===== src/rtl/matrix_decompiler_pkg.sv =====
// Shared sizes and the tagged-element record for the matrix receive path.
// Latency: n/a (types and constants only). Backpressure: n/a.
package matrix_pkg;
    localparam int MAX_ELEMENT_SIZE   = 8;
    localparam int MAX_SIZE_A         = 32;
    localparam int MAX_SIZE_B         = 32;
    localparam int DIBITS_PER_ELEMENT = MAX_ELEMENT_SIZE / 2;

    localparam int ROW_W  = $clog2(MAX_SIZE_A);
    localparam int COL_W  = $clog2(MAX_SIZE_B);
    localparam int DCNT_W = (DIBITS_PER_ELEMENT > 1) ? $clog2(DIBITS_PER_ELEMENT) : 1;

    typedef struct packed {
        logic [ROW_W-1:0]            row;
        logic [COL_W-1:0]            col;
        logic [MAX_ELEMENT_SIZE-1:0] element;
    } tagged_element_t;
endpackage


===== src/rtl/matrix_decompiler_if.sv =====
// Tagged-element output stream: head element plus its row/column address.
// Latency: n/a (wiring). Backpressure: valid/ready, head held while not ready.
interface matrix_decompiler_if;
    import matrix_pkg::*;

    logic                        valid_data_out;
    logic                        data_out_ready;
    logic [ROW_W-1:0]            row_addr;
    logic [COL_W-1:0]            col_addr;
    logic [MAX_ELEMENT_SIZE-1:0] matrix_element;

    modport master (
        output valid_data_out, row_addr, col_addr, matrix_element,
        input  data_out_ready
    );

    modport slave (
        input  valid_data_out, row_addr, col_addr, matrix_element,
        output data_out_ready
    );
endinterface


===== src/rtl/matrix_decompiler_element_fifo.sv =====
// Single-clock FIFO of tagged elements; head reads as zero while empty.
// Latency: 1 cycle push-to-head. Backpressure: push while full only succeeds alongside a pop.
module element_fifo
    import matrix_pkg::*;
#(
    parameter int DEPTH = 4
) (
    input  logic            inter_refclk,
    input  logic            rst,
    input  logic            push,
    input  logic            pop,
    input  tagged_element_t wr_data,
    output tagged_element_t rd_data,
    output logic            full,
    empty
);
    localparam int AW = $clog2(DEPTH);

    tagged_element_t mem [DEPTH];
    logic [AW:0]     wr_ptr;
    logic [AW:0]     rd_ptr;
    logic            do_push;
    logic            do_pop;

    // Extra pointer bit distinguishes full from empty when indices match.
    assign empty   = (wr_ptr == rd_ptr);
    assign full    = (wr_ptr[AW] != rd_ptr[AW]) && (wr_ptr[AW-1:0] == rd_ptr[AW-1:0]);
    assign do_pop  = pop && !empty;
    assign do_push = push && (!full || do_pop);
    assign rd_data = empty ? '0 : mem[rd_ptr[AW-1:0]];

    always_ff @(posedge inter_refclk) begin
        if (rst) begin
            wr_ptr <= '0;
            rd_ptr <= '0;
        end else begin
            if (do_push) wr_ptr <= wr_ptr + (AW+1)'(1);
            if (do_pop)  rd_ptr <= rd_ptr + (AW+1)'(1);
        end
    end

    always_ff @(posedge inter_refclk) begin
        if (do_push) mem[wr_ptr[AW-1:0]] <= wr_data;
    end
endmodule


===== src/rtl/matrix_decompiler.sv =====
// Reassembles MSB-first dibits into row-major matrix elements tagged with (row, col).
// Latency: element on outputs the cycle after its last dibit. Backpressure: none on input; drops + sticky overflow when FIFO full.
module matrix_decompiler
    import matrix_pkg::*;
#(
    parameter int FIFO_DEPTH = 4
) (
    input  logic                inter_refclk,
    input  logic                rst,
    input  logic                frame_start,
    input  logic                valid_dibit_in,
    input  logic [1:0]          dibit_in,
    matrix_decompiler_if.master elem_bus,
    output logic                frame_done,
    output logic                overflow
);
    localparam int W = MAX_ELEMENT_SIZE;

    logic [DCNT_W-1:0] dcnt, dcnt_eff;
    logic [W-1:0]      shreg, sh_eff;
    logic [ROW_W-1:0]  row, row_eff;
    logic [COL_W-1:0]  col, col_eff;
    logic              elem_done, last_row, last_col;
    logic              pop, drop, full, empty;
    tagged_element_t   push_data, head;

    // frame_start clears state combinationally so a coincident dibit becomes dibit 0 of (0,0).
    always_comb begin
        dcnt_eff  = frame_start ? '0 : dcnt;
        sh_eff    = frame_start ? '0 : shreg;
        row_eff   = frame_start ? '0 : row;
        col_eff   = frame_start ? '0 : col;
        elem_done = valid_dibit_in && (dcnt_eff == DCNT_W'(DIBITS_PER_ELEMENT - 1));
        last_row  = (row_eff == ROW_W'(MAX_SIZE_A - 1));
        last_col  = (col_eff == COL_W'(MAX_SIZE_B - 1));
        push_data = '{row: row_eff, col: col_eff, element: {sh_eff[W-3:0], dibit_in}};
        pop       = !empty && elem_bus.data_out_ready;
        drop      = elem_done && full && !pop;
    end

    always_ff @(posedge inter_refclk) begin
        if (rst) begin
            dcnt       <= '0;
            shreg      <= '0;
            row        <= '0;
            col        <= '0;
            frame_done <= 1'b0;
            overflow   <= 1'b0;
        end else begin
            frame_done <= elem_done && last_row && last_col;
            overflow   <= (overflow && !frame_start) || drop;
            if (valid_dibit_in) begin
                shreg <= {sh_eff[W-3:0], dibit_in};
                dcnt  <= elem_done ? '0 : dcnt_eff + DCNT_W'(1);
            end else begin
                shreg <= sh_eff;
                dcnt  <= dcnt_eff;
            end
            // Addresses advance even on a drop so frame position is preserved.
            if (elem_done) begin
                col <= last_col ? '0 : col_eff + COL_W'(1);
                row <= !last_col ? row_eff : (last_row ? '0 : row_eff + ROW_W'(1));
            end else begin
                col <= col_eff;
                row <= row_eff;
            end
        end
    end

    element_fifo #(.DEPTH(FIFO_DEPTH)) u_fifo (
        .inter_refclk (inter_refclk),
        .rst          (rst),
        .push         (elem_done),
        .pop          (pop),
        .wr_data      (push_data),
        .rd_data      (head),
        .full         (full),
        .empty        (empty)
    );

    assign elem_bus.valid_data_out = !empty;
    assign elem_bus.row_addr       = head.row;
    assign elem_bus.col_addr       = head.col;
    assign elem_bus.matrix_element = head.element;
endmodule


===== src/flat_wrapper.sv =====
// flat-port wrapper written by rule: the top's interface ports become plain ports
module matrix_decompiler_flat import matrix_pkg::*;
#(
    parameter int FIFO_DEPTH = 4
)
  (inter_refclk, rst, frame_start, valid_dibit_in, dibit_in, frame_done, overflow, elem_bus_valid_data_out, elem_bus_row_addr, elem_bus_col_addr, elem_bus_matrix_element, elem_bus_data_out_ready);
  matrix_decompiler_if elem_bus_i ();
  input  logic inter_refclk;
  input  logic rst;
  input  logic frame_start;
  input  logic valid_dibit_in;
  input  logic [1:0] dibit_in;
  output logic frame_done;
  output logic overflow;
  output wire logic [$bits(elem_bus_i.valid_data_out)-1:0] elem_bus_valid_data_out;
  output wire logic [$bits(elem_bus_i.row_addr)-1:0] elem_bus_row_addr;
  output wire logic [$bits(elem_bus_i.col_addr)-1:0] elem_bus_col_addr;
  output wire logic [$bits(elem_bus_i.matrix_element)-1:0] elem_bus_matrix_element;
  input wire logic [$bits(elem_bus_i.data_out_ready)-1:0] elem_bus_data_out_ready;
  assign elem_bus_valid_data_out = elem_bus_i.valid_data_out;
  assign elem_bus_row_addr = elem_bus_i.row_addr;
  assign elem_bus_col_addr = elem_bus_i.col_addr;
  assign elem_bus_matrix_element = elem_bus_i.matrix_element;
  assign elem_bus_i.data_out_ready = elem_bus_data_out_ready;
  matrix_decompiler #(.FIFO_DEPTH(FIFO_DEPTH)) u_core (.inter_refclk(inter_refclk), .rst(rst), .frame_start(frame_start), .valid_dibit_in(valid_dibit_in), .dibit_in(dibit_in), .elem_bus(elem_bus_i), .frame_done(frame_done), .overflow(overflow));
endmodule

===== config.mk =====
export PLATFORM = sky130hd
export DESIGN_NAME = matrix_decompiler_flat
export DESIGN_NICKNAME = d
export VERILOG_FILES = /design/src/rtl/matrix_decompiler_pkg.sv /design/src/rtl/matrix_decompiler_if.sv /design/src/rtl/matrix_decompiler_element_fifo.sv /design/src/rtl/matrix_decompiler.sv /design/src/flat_wrapper.sv
export SDC_FILE = /design/constraint.sdc
export NUM_CORES = 1
export LEC_CHECK = 0
export BUFFER_PORTS_ARGS = -buffer_cell sky130_fd_sc_hd__buf_4
export CAP_MARGIN = 20
export CORE_UTILIZATION = 45
export DETAILED_ROUTE_END_ITERATION = 8
export PLACE_DENSITY = 0.66
export SETUP_SLACK_MARGIN = 0.5
export SLEW_MARGIN = 30
export SYNTH_ARGS = -nofsm -noshare
export SYNTH_HDL_FRONTEND = slang
export SYNTH_SLANG_ARGS = --single-unit

===== constraint.sdc =====
create_clock -name inter_refclk -period 1.9 [get_ports inter_refclk]
set_input_delay 0.19 -clock inter_refclk [delete_from_list [all_inputs] [get_ports inter_refclk]]
set_output_delay 0.19 -clock inter_refclk [all_outputs]
set_load 0.02 [all_outputs]

Word level (Yosys, flattened, before mapping):

Memory sizes are Yosys's and may differ from the RTL's. A register that Yosys moved wholly into a read port is not among the register bits.
Cells that the tools add are included.

* bits in writable memories: 72
* output and inout port bits: 21
* logic and storage cells: 53
* bits in registers: 26
* memories: 1
* input port bits: 7

Memory list
* u_core.u_fifo.mem: words 4, width 18, rd ports 1, clocked after memory_dff 1, write ports 1, RTL line matrix_decompiler_element_fifo.sv:19 `tagged_element_t mem [DEPTH];`

* add/subtract/negate cells: 5
* eq/ne operators: 6
* muxes and demuxes: 17
* reductions and logical operators: 16

Operators by type and width (number)
* 5-bit two-way mux: 7
* 18-bit two-way mux: 1
* 6-bit two-way mux: 2
* 5-bit by 1-bit adder with 5-bit output (second input constant): 2
* 5-bit equality test (second input constant): 2
* 1-bit logical AND: 10
* 2-bit two-way mux: 5
* 3-bit by 1-bit adder with 3-bit output (second input constant): 2
* 1-bit zero test: 4
* 3-bit equality test: 1
* 2-bit by 1-bit adder with 2-bit output (second input constant): 1
* 2-bit equality test: 1
* 2-bit equality test (second input constant): 1
* 1-bit logical OR: 2
* 1-bit two-way mux: 2
* 1-bit inequality test: 1

Depth between registers and ports, before layout:

* word-level depth: 8
* mapped depth: 9

Modules after synthesis:

A second synthesis with hierarchy kept.

* cell total of the unflattened synthesis: 278
* area, all modules: 4215.3 um^2

Modules (own cells, without submodules)
* element_fifo: seq. area each 2322.2 um^2, cells an instance 168, times used 1, area each 3211.8 um^2
* matrix_decompiler: seq. area each 400.4 um^2, cells an instance 110, times used 1, area each 1003.5 um^2

Worst setup path before layout:

OpenSTA, ideal clock, no wires.

* path kind: input to register
* start: in frame_start
* end: reg u_core.row[3]
* slack: -3 ps
* required time: 1813 ps
* stages: 9
* buffers on the path: 1
* arrival time: 1816 ps
* cell sequence: clkbuf_1 > nor2b_1 > ha_1 > and3_1 > ha_1 > and3_1 > nand2_1 > mux2_2 > o31ai_1

* elaborated cells on any way between the ends: 11
* those cells by class: add/sub: 1; eq/ne: 3; mux: 6; reduce/logical: 1

RTL lines
* start: declaration: RTL line flat_wrapper.sv:10 `input logic frame_start;`
* 5-bit two-way mux: RTL line matrix_decompiler.sv:32 `col_eff = frame_start ? '0 : col;`
* named net u_core.col_eff[1]: RTL line matrix_decompiler.sv:22 `logic [COL_W-1:0] col, col_eff;`
* 5-bit equality test: RTL line matrix_decompiler.sv:35 `last_col = (col_eff == COL_W'(MAX_SIZE_B - 1));`
* 5-bit two-way mux: RTL line matrix_decompiler.sv:62 `row <= !last_col ? row_eff : (last_row ? '0 : row_eff + ROW_W'(1));`
* 5-bit two-way mux: RTL line matrix_decompiler.sv:60 `if (elem_done) begin`
* end signal: assignment: RTL line matrix_decompiler.sv:62
* end signal: assignment: RTL line matrix_decompiler.sv:65 `row <= row_eff;`
* end: declaration: RTL line matrix_decompiler.sv:21 `logic [ROW_W-1:0] row, row_eff;`

The timed path passes the listed nets, and every way through them passes these cells.
A chain may end at the register's enable or synchronous reset.

==> run summary <==
Io pins - 28
Max Fclk - 511.1 MHz
Setup_tns - -0.5645 ns
Final slew viol count - 0
Overall power - 3.696 mW
Root Buffer - clkbuf_8
I/O Buffers - 27
Hold Buf Count CTS - 0
Starting density of the core - 47.33%
DRC viols - 0
Reg clk slew, reported paths - 0.10 ns
Post-Synthesis Cells - 273
Largest net degree at the start of global routing - 29
Fin worst setup slack - -0.05652 ns
WL final - 8840 um
Reg2reg path depth - 8
RSZ-0062 raised after global routing - yes
Number of synthesized flops with an enable pin - 72
DR iter-0 viols - 157
Synth Warn # - 0
GPL Wtd Cong - 0.7793
Int Pwr - 2.847 mW
CP Capture Type - primary output
Crit start category - register
Syn_nets - 291
Status - finished with violations
Worst path arrival time - 1.77 ns
Worst path required time - 1.71 ns
Final setup viols - 18
Dpl hpwl - 4483 um
Utilization after layout - 67.94%
Row count - 34
Cell variety after synth - 36
Sw Ratio - 22.98%
Number of global-route vias before repair - 2501
Vias per cell - 5.333
Core area - 8848 um2
CTS Buf Count - 9
DIE WIDTH - 98.47 um
Dpl ws - 0.04127 ns
Max transition margin - 69.69%
ANT nets after route - 0
Layout cells sized above 1 - 51.79%
Final Cycle Share - 103.0%
Pre-Repair DR Iteration Count - 6
Final net count - 376
Synth Cell Area - 4188 um2
Share of power burned in registers - 62.4%
Vias - 2512
Main synth FF type - edfxtp_1
Die area - 9696 um2
Seq/Total Area, Yosys - 65.01%
Ys async rst share - 0%
CTS Buffer Depth - 2
Die Ht - 98.47 um
Final hold violations - 0
CTS tree - built
Total Routing Usage GR - 19.25%
Area Overhead vs Synth - 43.56%
Crit path max fanout - 4
Post-Syn Area per Cell - 15.34 um2
Crit Path Class - reg -> out
H-tree lvl count - 3
Failing checks - negative setup slack
WL per Instance - 18.77 um
Sink Count - 100
Fin crit period - 1.957 ns
Worst hold slack - 0.03536 ns
GRT overflow - 0
Worst ir drop on vdd - 0.0003993 V
Hold Path Class - in -> reg
Worst hold path depth - 1
Worst clock skew - 0.01221 ns
Power Density - 614.8 nW/um2
Clock share of power - 35.3%
Skew-Pair Late Insertion Delay - 0.37 ns
Leak Pwr - 2.260 nW
Ant. Diodes - 0
Number of synthesized register bits - 100
Combinational power share - 2.3%
Max Cap Viol - 0
Fillers - 563
Initial antenna violation count - 0
Tightest Pin Transition - 0.4537 ns
Net Switching - 0.8494 mW
First-pass GRT wire length - 13810 um
==> cell usage in the layout, fill, tap and decap left out, types with 4 or more instances in the layout <==
cell      instances
clkinv_8          4
dfxtp_1          18
mux4_2           18
nand2_1          12
nor2b_1          13
ha_4              5
buf_16            6
mux2i_1           9
nor2_1           18
buf_4            33
a21oi_1           7
clkbuf_8          9
ha_1              5
nor2b_4          22
buf_12            8
edfxtp_1         72
dfxtp_4           7
buf_6            29
==> path summary, 6_finish.rpt <==
check / from / end / slack [ns]
setup reg to reg: u_core.col[1]$_SDFF_PP0_ / u_core.row[3]$_SDFF_PP0_ / 0.13
hold / removal: dibit_in[1] / u_core.u_fifo.mem[0][1]$_DFFE_PP_ / 0.04
setup / recovery: register / elem_bus_row_addr[2] / -0.06
hold reg to reg: u_core.col[0]$_SDFF_PP0_ / u_core.col[0]$_SDFF_PP0_ / 0.59
==> through the flow <==
| step | instance area, um2 | instances |
|---|---|---|
| after floorplan | 4479 | 273 |
| after global placement | 4835 | 410 |
| after detailed placement | 4835 | 410 |
| after CTS | 5708 | 460 |
| after global routing | 6012 | 471 |
| final | 6012 | 471 |
==> critical path: stages (launching register included) <==
cell,delay [ns]
dfxtp_4,0.46
clkbuf_16,0.18
mux4_2,0.50
nor2b_4,0.14
buf_6,0.12
==> metal layers <==
metal	vias to the layer above	GRT usage, %	part of all wire [%]
met5	-	0	0
met4	0	6.659	1.3
met3	11	2.553	2.8
met2	43	31.91	50
met1	1278	26.43	46
li1	1180	-	-
==> power groups by stage <==
stage / Combinational, mW / Clock [mW] / Sequential [mW]
after CTS: 0.0814 / 1.32 / 2.31
after global placement: 0.0697 / 0 / 2.36
after floorplan: 0.0424 / 0 / 2.36
final: 0.0850 / 1.31 / 2.31
after global routing: 0.0912 / 1.41 / 2.31
after detailed placement: 0.0717 / 0 / 2.36
==> kinds of logic (layout without fill, tap and decap cells) <==
logic type / count (synthesis) / in the layout / synth area share [%]
flip-flops: 100 / 100 / 65.01
AND/OR/NAND/NOR: 90 / 90 / 11.68
multiplexers: 29 / 29 / 12.34
AO/OA/AOI/OAI: 17 / 17 / 3.406
buffers and inverters: 16 / 106 / 1.822
adder cells (fa/ha/maj): 11 / 11 / 3.286
XOR/XNOR: 10 / 10 / 2.450
==> flip-flops by register name, indices dropped and copies added, names as in the netlist, named ones only <==
signal and cells:
u_core.u_fifo.rd_ptr 3, u_core.shreg 6, u_core.row 5, u_core.overflow 1, u_core.u_fifo.mem 72, u_core.col 5, u_core.dcnt 2, u_core.u_fifo.wr_ptr 3
u_core.frame_done 1
==> cell usage after synthesis, types with 6 or more instances <==
cell	instances	area, um2
ha_1	11	137.6
edfxtp_1	72	2162
inv_1	6	22.52
mux2i_1	10	100.1
nor2_1	19	71.32
a21oi_1	8	40.04
mux4_2	18	405.4
nor2b_1	36	225.2
dfxtp_1	28	560.5
nand2_1	13	48.80
==> area by class of cell <==
class	count	area, um2	area share, %
multi-input combinational	157	1846	30.70
timing repair inverter	3	41.29	0.6868
timing repair buffer	81	994.7	16.55
inverter	6	51.30	0.8533
sequential	100	2753	45.79
clock buffer	9	123.9	2.060
clock inverter	7	67.56	1.124
tap	108	135.1	2.248
==> timing repair <==
| action | 4_1_cts | 5_1_grt |
|---|---|---|
| gates cloned | 9 | 2 |
| endpoints found under the setup margin | 102 | 108 |
| resized for setup | 63 | 37 |
| buffers inserted | 25 | 9 |
| pin swaps | 20 | 26 |
(Power assumes the default switching activity.)
